**src/rtl/pipeline_ctrl.sv**
```systemverilog
// pipeline_ctrl: hazard and redirect controller for a five-stage in-order pipeline.
//
// Decides, every cycle, which pipeline registers advance (pc, fetch/decode, decode/exec,
// exec/mem, mem/wb), which are flushed, and where the next PC comes from. Handles dcache
// stalls, load-use bubbles, icache misses, branch redirects that must wait for the icache,
// and the halt sequence (drain dcache writeback, then park in HALT until reset).
// All outputs are combinational from the state register and the current inputs.
//
// Ports
//   CLK, nRST        rising-edge clock, asynchronous active-low reset
//   ihit             icache returned the fetch this cycle
//   dmem_req, dhit   mem stage holds a load/store; dcache finished it
//   exec_memread     instruction in exec is a load
//   exec_rd          its destination register
//   decode_rs/_rt    source registers of the instruction in decode
//   redir_en         branch unit requests a redirect to redir_pc
//   redir_squash     redirect resolved in exec: decode holds a wrong-path instruction
//   halt_wb          halt instruction reached writeback
//   flush_done       dcache writeback after halt has completed
//   pc_en, npc_sel   PC register enable; select npc instead of the sequential PC
//   npc              redirect target (redir_pc in RUN, pending target in REDIR, else 0)
//   fd_en/fd_flush   fetch/decode register enable and flush
//   de_en/de_flush   decode/exec register enable and flush
//   em_en, mw_en     exec/mem and mem/wb register enables
//   halt             processor halted
//   stall_cycles     (PIPELINE_CTRL_PERF_CNT_EN) cycles with pc_en low in RUN/REDIR
//   flush_count      (PIPELINE_CTRL_PERF_CNT_EN) cycles with any flush asserted
//
// Build option: define PIPELINE_CTRL_PERF_CNT_EN to add the two performance counters.

module pipeline_ctrl (
  input  logic        CLK,
  input  logic        nRST,
  input  logic        ihit,
  input  logic        dmem_req,
  input  logic        dhit,
  input  logic        exec_memread,
  input  logic [4:0]  exec_rd,
  input  logic [4:0]  decode_rs,
  input  logic [4:0]  decode_rt,
  input  logic        redir_en,
  input  logic [31:0] redir_pc,
  input  logic        redir_squash,
  input  logic        halt_wb,
  input  logic        flush_done,
  output logic        pc_en,
  output logic        npc_sel,
  output logic [31:0] npc,
  output logic        fd_en,
  output logic        fd_flush,
  output logic        de_en,
  output logic        de_flush,
  output logic        em_en,
  output logic        mw_en,
  output logic        halt
`ifdef PIPELINE_CTRL_PERF_CNT_EN
  ,
  output logic [31:0] stall_cycles,
  output logic [31:0] flush_count
`endif
);

  typedef enum logic [1:0] {StRun, StRedir, StDrain, StHalt} state_e;

  state_e      state_q, state_d;
  logic [31:0] pend_pc_q, pend_pc_d;

  logic mem_stall;
  logic load_use;
  logic take_redir;
  logic squash_redir;

  assign mem_stall = dmem_req & ~dhit;
  assign load_use  = exec_memread & (exec_rd != 5'd0) &
                     ((exec_rd == decode_rs) | (exec_rd == decode_rt));

  // A decode-sourced redirect (no squash) yields to a load-use bubble: the branch in decode
  // will be re-evaluated next cycle. An exec-sourced redirect kills decode, so it wins.
  assign take_redir   = redir_en & (redir_squash | ~load_use);
  assign squash_redir = redir_en & redir_squash;

  always_comb begin
    state_d   = state_q;
    pend_pc_d = pend_pc_q;
    pc_en     = 1'b0;
    npc_sel   = 1'b0;
    npc       = 32'd0;
    fd_en     = 1'b0;
    fd_flush  = 1'b0;
    de_en     = 1'b0;
    de_flush  = 1'b0;
    em_en     = 1'b0;
    mw_en     = 1'b0;
    halt      = 1'b0;

    unique case (state_q)
      StRun: begin
        npc = redir_pc;
        if (halt_wb) begin
          state_d = StDrain;
        end else if (mem_stall) begin
          // Whole pipe frozen; a pending redirect sits in frozen exec and comes back.
        end else if (take_redir) begin
          fd_en    = 1'b1;
          fd_flush = 1'b1;
          de_en    = 1'b1;
          de_flush = redir_squash;
          em_en    = 1'b1;
          mw_en    = 1'b1;
          if (ihit) begin
            pc_en   = 1'b1;
            npc_sel = 1'b1;
          end else begin
            // Fetch is busy with the wrong-path line; remember the target until it returns.
            pend_pc_d = redir_pc;
            state_d   = StRedir;
          end
        end else if (load_use) begin
          // Hold pc and fetch/decode, inject one bubble into exec.
          de_en    = 1'b1;
          de_flush = 1'b1;
          em_en    = 1'b1;
          mw_en    = 1'b1;
        end else if (!ihit) begin
          fd_en    = 1'b1;
          fd_flush = 1'b1;
          de_en    = 1'b1;
          em_en    = 1'b1;
          mw_en    = 1'b1;
        end else begin
          pc_en = 1'b1;
          fd_en = 1'b1;
          de_en = 1'b1;
          em_en = 1'b1;
          mw_en = 1'b1;
        end
      end

      StRedir: begin
        npc = pend_pc_q;
        if (mem_stall) begin
          // Frozen, pending target kept.
        end else begin
          fd_en    = 1'b1;
          fd_flush = 1'b1;
          de_en    = 1'b1;
          em_en    = 1'b1;
          mw_en    = 1'b1;
          if (squash_redir) begin
            // A younger exec redirect supersedes the pending one.
            pend_pc_d = redir_pc;
            de_flush  = 1'b1;
          end else if (ihit) begin
            // The returned word is from the old path: drop it and load the target.
            pc_en   = 1'b1;
            npc_sel = 1'b1;
            state_d = StRun;
          end
        end
      end

      StDrain: begin
        if (flush_done) begin
          state_d = StHalt;
        end
      end

      StHalt: begin
        halt = 1'b1;
      end

      default: begin
        state_d = StRun;
      end
    endcase

    // Outputs are quiet for as long as reset is held, not only after the next edge.
    if (!nRST) begin
      pc_en    = 1'b0;
      npc_sel  = 1'b0;
      npc      = 32'd0;
      fd_en    = 1'b0;
      fd_flush = 1'b0;
      de_en    = 1'b0;
      de_flush = 1'b0;
      em_en    = 1'b0;
      mw_en    = 1'b0;
      halt     = 1'b0;
    end
  end

  always_ff @(posedge CLK or negedge nRST) begin
    if (!nRST) begin
      state_q   <= StRun;
      pend_pc_q <= 32'd0;
    end else begin
      state_q   <= state_d;
      pend_pc_q <= pend_pc_d;
    end
  end

`ifdef PIPELINE_CTRL_PERF_CNT_EN
  logic [31:0] stall_q;
  logic [31:0] flush_q;
  logic        fetch_state;

  assign fetch_state = (state_q == StRun) || (state_q == StRedir);

  always_ff @(posedge CLK or negedge nRST) begin
    if (!nRST) begin
      stall_q <= 32'd0;
      flush_q <= 32'd0;
    end else begin
      if (fetch_state && !pc_en) begin
        stall_q <= stall_q + 32'd1;
      end
      if (fd_flush || de_flush) begin
        flush_q <= flush_q + 32'd1;
      end
    end
  end

  assign stall_cycles = stall_q;
  assign flush_count  = flush_q;
`endif

endmodule
```
**config.mk**
```make
export PLATFORM = sky130hd
export DESIGN_NAME = pipeline_ctrl
export DESIGN_NICKNAME = d
export VERILOG_FILES = /design/src/rtl/pipeline_ctrl.sv
export SDC_FILE = /design/constraint.sdc
export NUM_CORES = 1
export LEC_CHECK = 0
export CORE_ASPECT_RATIO = 1.2
export CORE_UTILIZATION = 45
export CTS_CLUSTER_SIZE = 14
export DETAILED_ROUTE_END_ITERATION = 7
export PLACE_DENSITY = 0.84
export RECOVER_POWER = 25
export SLEW_MARGIN = 20
export SYNTH_ARGS = -nofsm -noshare
export SYNTH_HDL_FRONTEND = slang
export SYNTH_SLANG_ARGS = --single-unit
export TNS_END_PERCENT = 100
```
**constraint.sdc**
```tcl
create_clock -name CLK -period 3.9 [get_ports CLK]
set_input_delay 0.585 -clock CLK [delete_from_list [all_inputs] [get_ports CLK]]
set_output_delay 0.585 -clock CLK [all_outputs]
set_load 0.02 [all_outputs]
```
==> results of run 1 <==
==> per-layer routing <==
layer | vias to the layer above | global-route usage
li1 | 936 | -
met1 | 961 | 0.269
met2 | 76 | 0.363
met3 | 8 | 0.0478
met4 | 0 | 0.0938
met5 | - | 0
==> per-stage QoR <==
step	util	instances
after detailed placement	0.660	356
after floorplan	-	211
after global placement	0.660	356
after global routing	0.688	364
after CTS	0.689	364
final	0.688	364
==> final timing paths <==
check,start,endpoint,slack [ns],depth (start not counted)
min,nRST,pend_pc_q[28],0.49,2
min in group CLK,pend_pc_q[7],pend_pc_q[7],0.50,1
max reg2reg,state_q[1],pend_pc_q[8],1.34,6
min reg2reg,pend_pc_q[7],pend_pc_q[7],0.50,1
max in group asynchronous,nRST,state_q[0],2.53,2
max,exec_rd[1],npc_sel,0.35,8
==> kinds of logic (layout without fill, tap and decap cells) <==
| family | Yosys count | count (layout) | share of synthesized area |
|---|---|---|---|
| mux | 33 | 33 | 0.207 |
| simple gates | 54 | 54 | 0.135 |
| compound gates | 52 | 52 | 0.167 |
| buf+inv | 24 | 117 | 0.0675 |
| xor+xnor | 10 | 10 | 0.0375 |
| fa+ha+maj | 4 | 4 | 0.0214 |
| flops | 34 | 34 | 0.364 |
==> area by class of cell <==
cell class / count / area [um^2] / area share
flip-flops and latches: 34 / 851 / 0.249
multi-input cells: 153 / 1330 / 0.388
repair buffers: 102 / 998 / 0.292
clock buffers: 6 / 82.6 / 0.0241
clock inverters: 2 / 60.1 / 0.0176
well taps: 60 / 75.1 / 0.0219
inverters: 7 / 26.3 / 0.00768
==> power by group through the flow <==
| stage | Sequential (mW) | Clock [mW] | Combinational [mW] |
|---|---|---|---|
| 2_1_floorplan | 0.615 | 0 | 0.990 |
| 3_3_place_gp | 0.630 | 0 | 1.37 |
| 3_5_place_dp | 0.644 | 0 | 1.38 |
| 4_1_cts | 0.641 | 0.411 | 1.40 |
| 5_1_grt | 0.663 | 0.431 | 1.49 |
| 6_report | 0.645 | 0.402 | 1.39 |
==> state kept, by name, indices dropped and copies added, names as in the netlist <==
name       cells
pend_pc_q     32
state_q        2
==> worst reg2reg max path, cell delays in order, from the launching register on <==
cell	delay, ns
dfrtp_1	0.40
inv_1	0.10
ha_1	0.43
buf_4	0.30
mux2_2	0.18
and4_4	0.65
mux2_1	0.39
==> cells in the mapped netlist (all sizes together) <==
cell	n
nand4	2
clkbuf	10
nand2	7
and4	1
nor2	3
inv	7
dfrtp	34
mux2	33
o21bai	1
buf	7
o22ai	1
xnor2	10
o221ai	1
nor4b	1
ha	4
and2	1
nand3	5
a21o	1
nor2b	32
o2bb2ai	1
a31oi	1
or4	1
o21ai	5
o211ai	1
a21oi	4
o221a	1
nand2b	1
a21boi	3
a22oi	32
==> metrics.yaml, run 1 <==
synth:
  yosys_warnings: 0
  synth_fp_nets: 272
  yosys_register_bits: 34
  postSynthCellCount: 211
  netlist_area_um2: 2340
  ys_seq_area_frac: 0.364
  synth_area_leader_cell: "dfrtp_1"
  synth_top_area_frac: 0.364
  synth_cell_type_count: 37
  synth.area.top_cells: "dfrtp_1, mux2_4, a22oi_1, nor2b_1, xnor2_1"
  avgSynthCellArea_um2: 11.1
power:
  power.total_mw: 2.44
  p_switching_mw: 0.883
  sw_frac_of_total: 0.362
  intPower_mw: 1.56
  power_frac_clock: 0.165
  powerDensity_nw_per_um2: 713
  combPwrFrac: 0.571
  power_frac_seq: 0.264
  p_leak_nw: 1.37
  ir_worst_vdd_mv: 0.347
drt:
  ant_nets: 0
  wl_met1_um: 2430
  highest_layer: "met4"
  route.vias.total: 1981
  wl_um: 5830
  wire_per_inst_um: 16.0
  wl_met3_um: 352
  drt_iter0_markers: 132
  dr.pass1.iters: 4
  wl_met2_um: 2980
  drc: 0
  avgViaCountPerCell: 5.44
timing:
  tns_ns: 0
  hold_slack_ns: 0.488
  rsz0062_at_grt: "no"
  max_freq_mhz: 282
  maxSlewViolCount: 0
  worst_pin_slew_ns: 1.09
  final-setup-viol-count: 0
  hold_violations: 0
  layout_min_cycle_time_ns: 3.55
  relSlewSlack: 0.273
  setup_slack_ns: 0.349
  min_period_over_period: 0.911
  finalClockSkew_ns: 0.00390
setup_path:
  slowest_stage: "clkdlybuf4s50_1"
  worst_path_most_repeated_cell: "clkdlybuf4s50_1"
  criticalPathCategory: "input pin to output port"
  cp.required_ns: 3.31
  crit_path_end_kind: "output port"
  cp_slowest_stage_delay_ns: 0.62
  crit_family: "buffers and inverters"
  worstSetupStartpointType: "input pin"
  arrival_ns: 2.97
  critical_path_buf_inv_count: 2
  crit_fanout: 5
  path_cells: "clkdlybuf4s50_1 > or4_1 > o21ai_2 > a21oi_2 > a21boi_4 > nand4_1 > a21boi_1 > clkdlybuf4s50_1"
final_layout:
  synthToLayoutAreaGrowth_pct: 46.4
  final.fill_count: 403
  fin_area_um2: 3420
  num_antenna_cells: 0
  final_cell_mix: "clkdlybuf4s50_1, dfrtp_1, a22oi_1, nor2b_1, mux2_4"
  layout-drive-gt1-share: 0.155
  final_common_cell: "clkdlybuf4s50_1"
  fin_nets: 364
clock_tree:
  clk_pin_slew_ns: 0.07
  cts.path.max_buffers: 2
  ctsHtreeMaxLevel: 2
  cts.sinks: 34
  clock_latency_ns: 0.28
  cts_resized: 0
  numCtsBuffers: 5
  post_cts_hold_buffer_count: 0
  root_buffer: "clkbuf_8"
  cts_tree: "done"
  cts_setup_buffers: 0
floorplan:
  dieArea_um2: 5480
  start_util: 0.470
  fp.dieH_um: 80.9
  ios: 98
  core_um2: 4970
  die_w_um: 67.8
  row_count: 28
global_routing:
  overflow: 0
  grt_start_max_net_pins: 45
  grt_pass1_wl_um: 8870
  grt_pass1_vias: 1908
  grt_usage: 0.219
  antenna_found_initial: 0
min_path:
  hold_class: "input pin to async pin"
placed_design:
  dp_slack_ns: 0.356
  hpwl_um: 4060
  placed_area_um2: 3280
  portBuffers: 97
  gp_congestion: 0.832
job:
  cap_violations: 0
outcome:
  status: "completed"
Power figures use the tool's default switching activity.
==> run 2, diff against run 1 <==
- CAP_MARGIN: unset -> 20
==> results of run 2 <==
The final DEF is identical to that of run 1; final timing and power are the same.
==> run 3, diff against run 2 <==
- CTS_BUF_LIST: unset -> sky130_fd_sc_hd__clkbuf_16
- SKIP_CTS_REPAIR_TIMING: unset -> 1
- TNS_END_PERCENT: 100 -> unset
==> run 3 against run 2 <==
  * Clock power increased by 26%
  * Worst hold slack got worse by 0.0013 ns
  * Sequential power about the same
  * Via count about the same
==> metrics.yaml, run 3 (synthesis gave the netlist of run 1 again) <==
timing:
  maxSlewViolCount: 0  # unchanged
  finalClockSkew_ns: 0.00250  # -0.00140 ns
  max_freq_mhz: 282  # about the same
  min_period_over_period: 0.910  # about the same
  hold_violations: 0  # unchanged
  setup_slack_ns: 0.349  # +0.000530 ns
  final-setup-viol-count: 0  # unchanged
  layout_min_cycle_time_ns: 3.55  # -0.000530 ns
  rsz0062_at_grt: "no"
  worst_pin_slew_ns: 1.04  # -0.0562 ns
  relSlewSlack: 0.310  # +0.0375
  tns_ns: 0  # unchanged
global_routing:
  grt_pass1_vias: 1923  # +0.79%
  grt_start_max_net_pins: 45  # unchanged
  overflow: 0  # unchanged
  grt_pass1_wl_um: 9000  # +1.4%
  grt_usage: 0.221  # +0.00165
  antenna_found_initial: 0  # unchanged
final_layout:
  synthToLayoutAreaGrowth_pct: 48.4
  layout-drive-gt1-share: 0.151  # -0.00329
  final-seq-area_um2: 851  # unchanged
  reg_top3: "pend_pc_q (32), state_q (2)"
  regMostFlops: "pend_pc_q"
  final_core_util: 0.697  # +0.00931
  final.fill_count: 394  # -2.2%
  final_common_cell: "clkdlybuf4s50_1"
  num_antenna_cells: 0  # unchanged
  largest_register_ffs: 32  # unchanged
  fin_nets: 364  # unchanged
  multi_input_area_um2: 1330  # unchanged
  final_cell_mix: "clkdlybuf4s50_1, dfrtp_1, a22oi_1, nor2b_1, mux2_4"
setup_path:
  cp.required_ns: 3.31  # about the same
  rr_endpoint: "pend_pc_q[8]"
  arrival_ns: 2.97  # about the same
  r2r_slack_ns: 1.33  # about the same
  crit_fanout: 5  # unchanged
  crit_path_end_kind: "output port"
  worstSetupStartpointType: "input pin"
  rr_startpoint: "state_q[1]"
  criticalPathCategory: "input pin to output port"
  worstRegToRegCells: 6  # unchanged
clock_tree:
  clk_pin_slew_ns: 0.05  # -0.02 ns
  cts.sinks: 34  # unchanged
  root_buffer: "clkbuf_16"
  cts.path.max_buffers: 2  # unchanged
  ctsHtreeMaxLevel: 2  # unchanged
  clock_latency_ns: 0.28  # about the same
  cts_tree: "done"
  numCtsBuffers: 5  # unchanged
placed_design:
  portBuffers: 97  # unchanged
  gp_congestion: 0.832  # unchanged
  hpwl_um: 4060  # unchanged
  dp_slack_ns: 0.356  # unchanged
drt:
  dr.pass1.iters: 4  # unchanged
  wl_um: 5880  # +0.79%
  ant_nets: 0  # unchanged
  drc: 0  # unchanged
  drt_iter0_markers: 115  # -13%
  wire_per_inst_um: 16.1  # +0.79%
  avgViaCountPerCell: 5.45  # about the same
  route.vias.total: 1982  # +0.050%
power:
  ir_worst_vdd_mv: 0.346  # -0.42%
  powerDensity_nw_per_um2: 734  # +3.0%
  p_leak_nw: 1.39  # +1.5%
floorplan:
  die_w_um: 67.8  # unchanged
  core_um2: 4970  # unchanged
  fp.dieH_um: 80.9  # unchanged
  dieArea_um2: 5480  # unchanged
  row_count: 28  # unchanged
  start_util: 0.470  # unchanged
  ios: 98  # unchanged
min_path:
  hold_class: "input pin to async pin"
outcome:
  status: "completed"
job:
  cap_violations: 0  # unchanged
run 3: cell count changes in the layout (fill, tap and decap cells not counted), sizes merged:
| cell | previous run | this run |
|---|---|---|
| clkbuf | 8 | 7 |
| clkinv | 0 | 1 |
run 3: cell type report:
class | count | area share
repair buffers | 102 | 0.288
clock inverters | 3 | 0.0184
flip-flops and latches | 34 | 0.245
clock buffers | 5 | 0.0361
inverters | 7 | 0.00758
multi-input cells | 153 | 0.383
well taps | 60 | 0.0217
run 3: worst max-delay path by stage:
stage                          to  cells after the start       start
after global placement    npc_sel                      8  exec_rd[1]
final                     npc_sel                      8  exec_rd[1]
after global routing      npc_sel                      8  exec_rd[1]
after CTS                 npc_sel                      8  exec_rd[1]
after floorplan           npc_sel                      6  exec_rd[1]
after detailed placement  npc_sel                      8  exec_rd[1]
run 3: worst max-delay path, cell delays in order:
cell,delay [ns]
clkdlybuf4s50_1,0.46
or4_1,0.57
o21ai_2,0.17
a21oi_2,0.08
a21boi_4,0.21
nand4_1,0.11
a21boi_1,0.15
clkdlybuf4s50_1,0.62
run 3: routing by layer:
metal	global-route usage	wire (um)	vias to the layer above
li1	-	-	937
met1	0.265	2410	960
met2	0.380	3030	78
met3	0.0506	360	7
met4	0.0750	79	0
met5	0	0	-
run 3: per-stage QoR:
stage                     hold WS (ns)  power, mW  instance area [um^2]  cells
final                            0.486       2.55                  3470    364
after CTS                        0.327       2.56                  3470    364
after floorplan                  0.289       1.60                  2340    211
after global routing             0.507       2.69                  3470    364
after detailed placement         0.493       2.03                  3280    356
after global placement           0.468       2.00                  3280    356
run 3: report_power, final:
part	switching (mW)	internal, mW	total, mW	leakage, nW
sequential	0.109	0.538	0.646	0.404
clock	0.143	0.364	0.506	0.0915
combinational	0.647	0.746	1.39	0.895
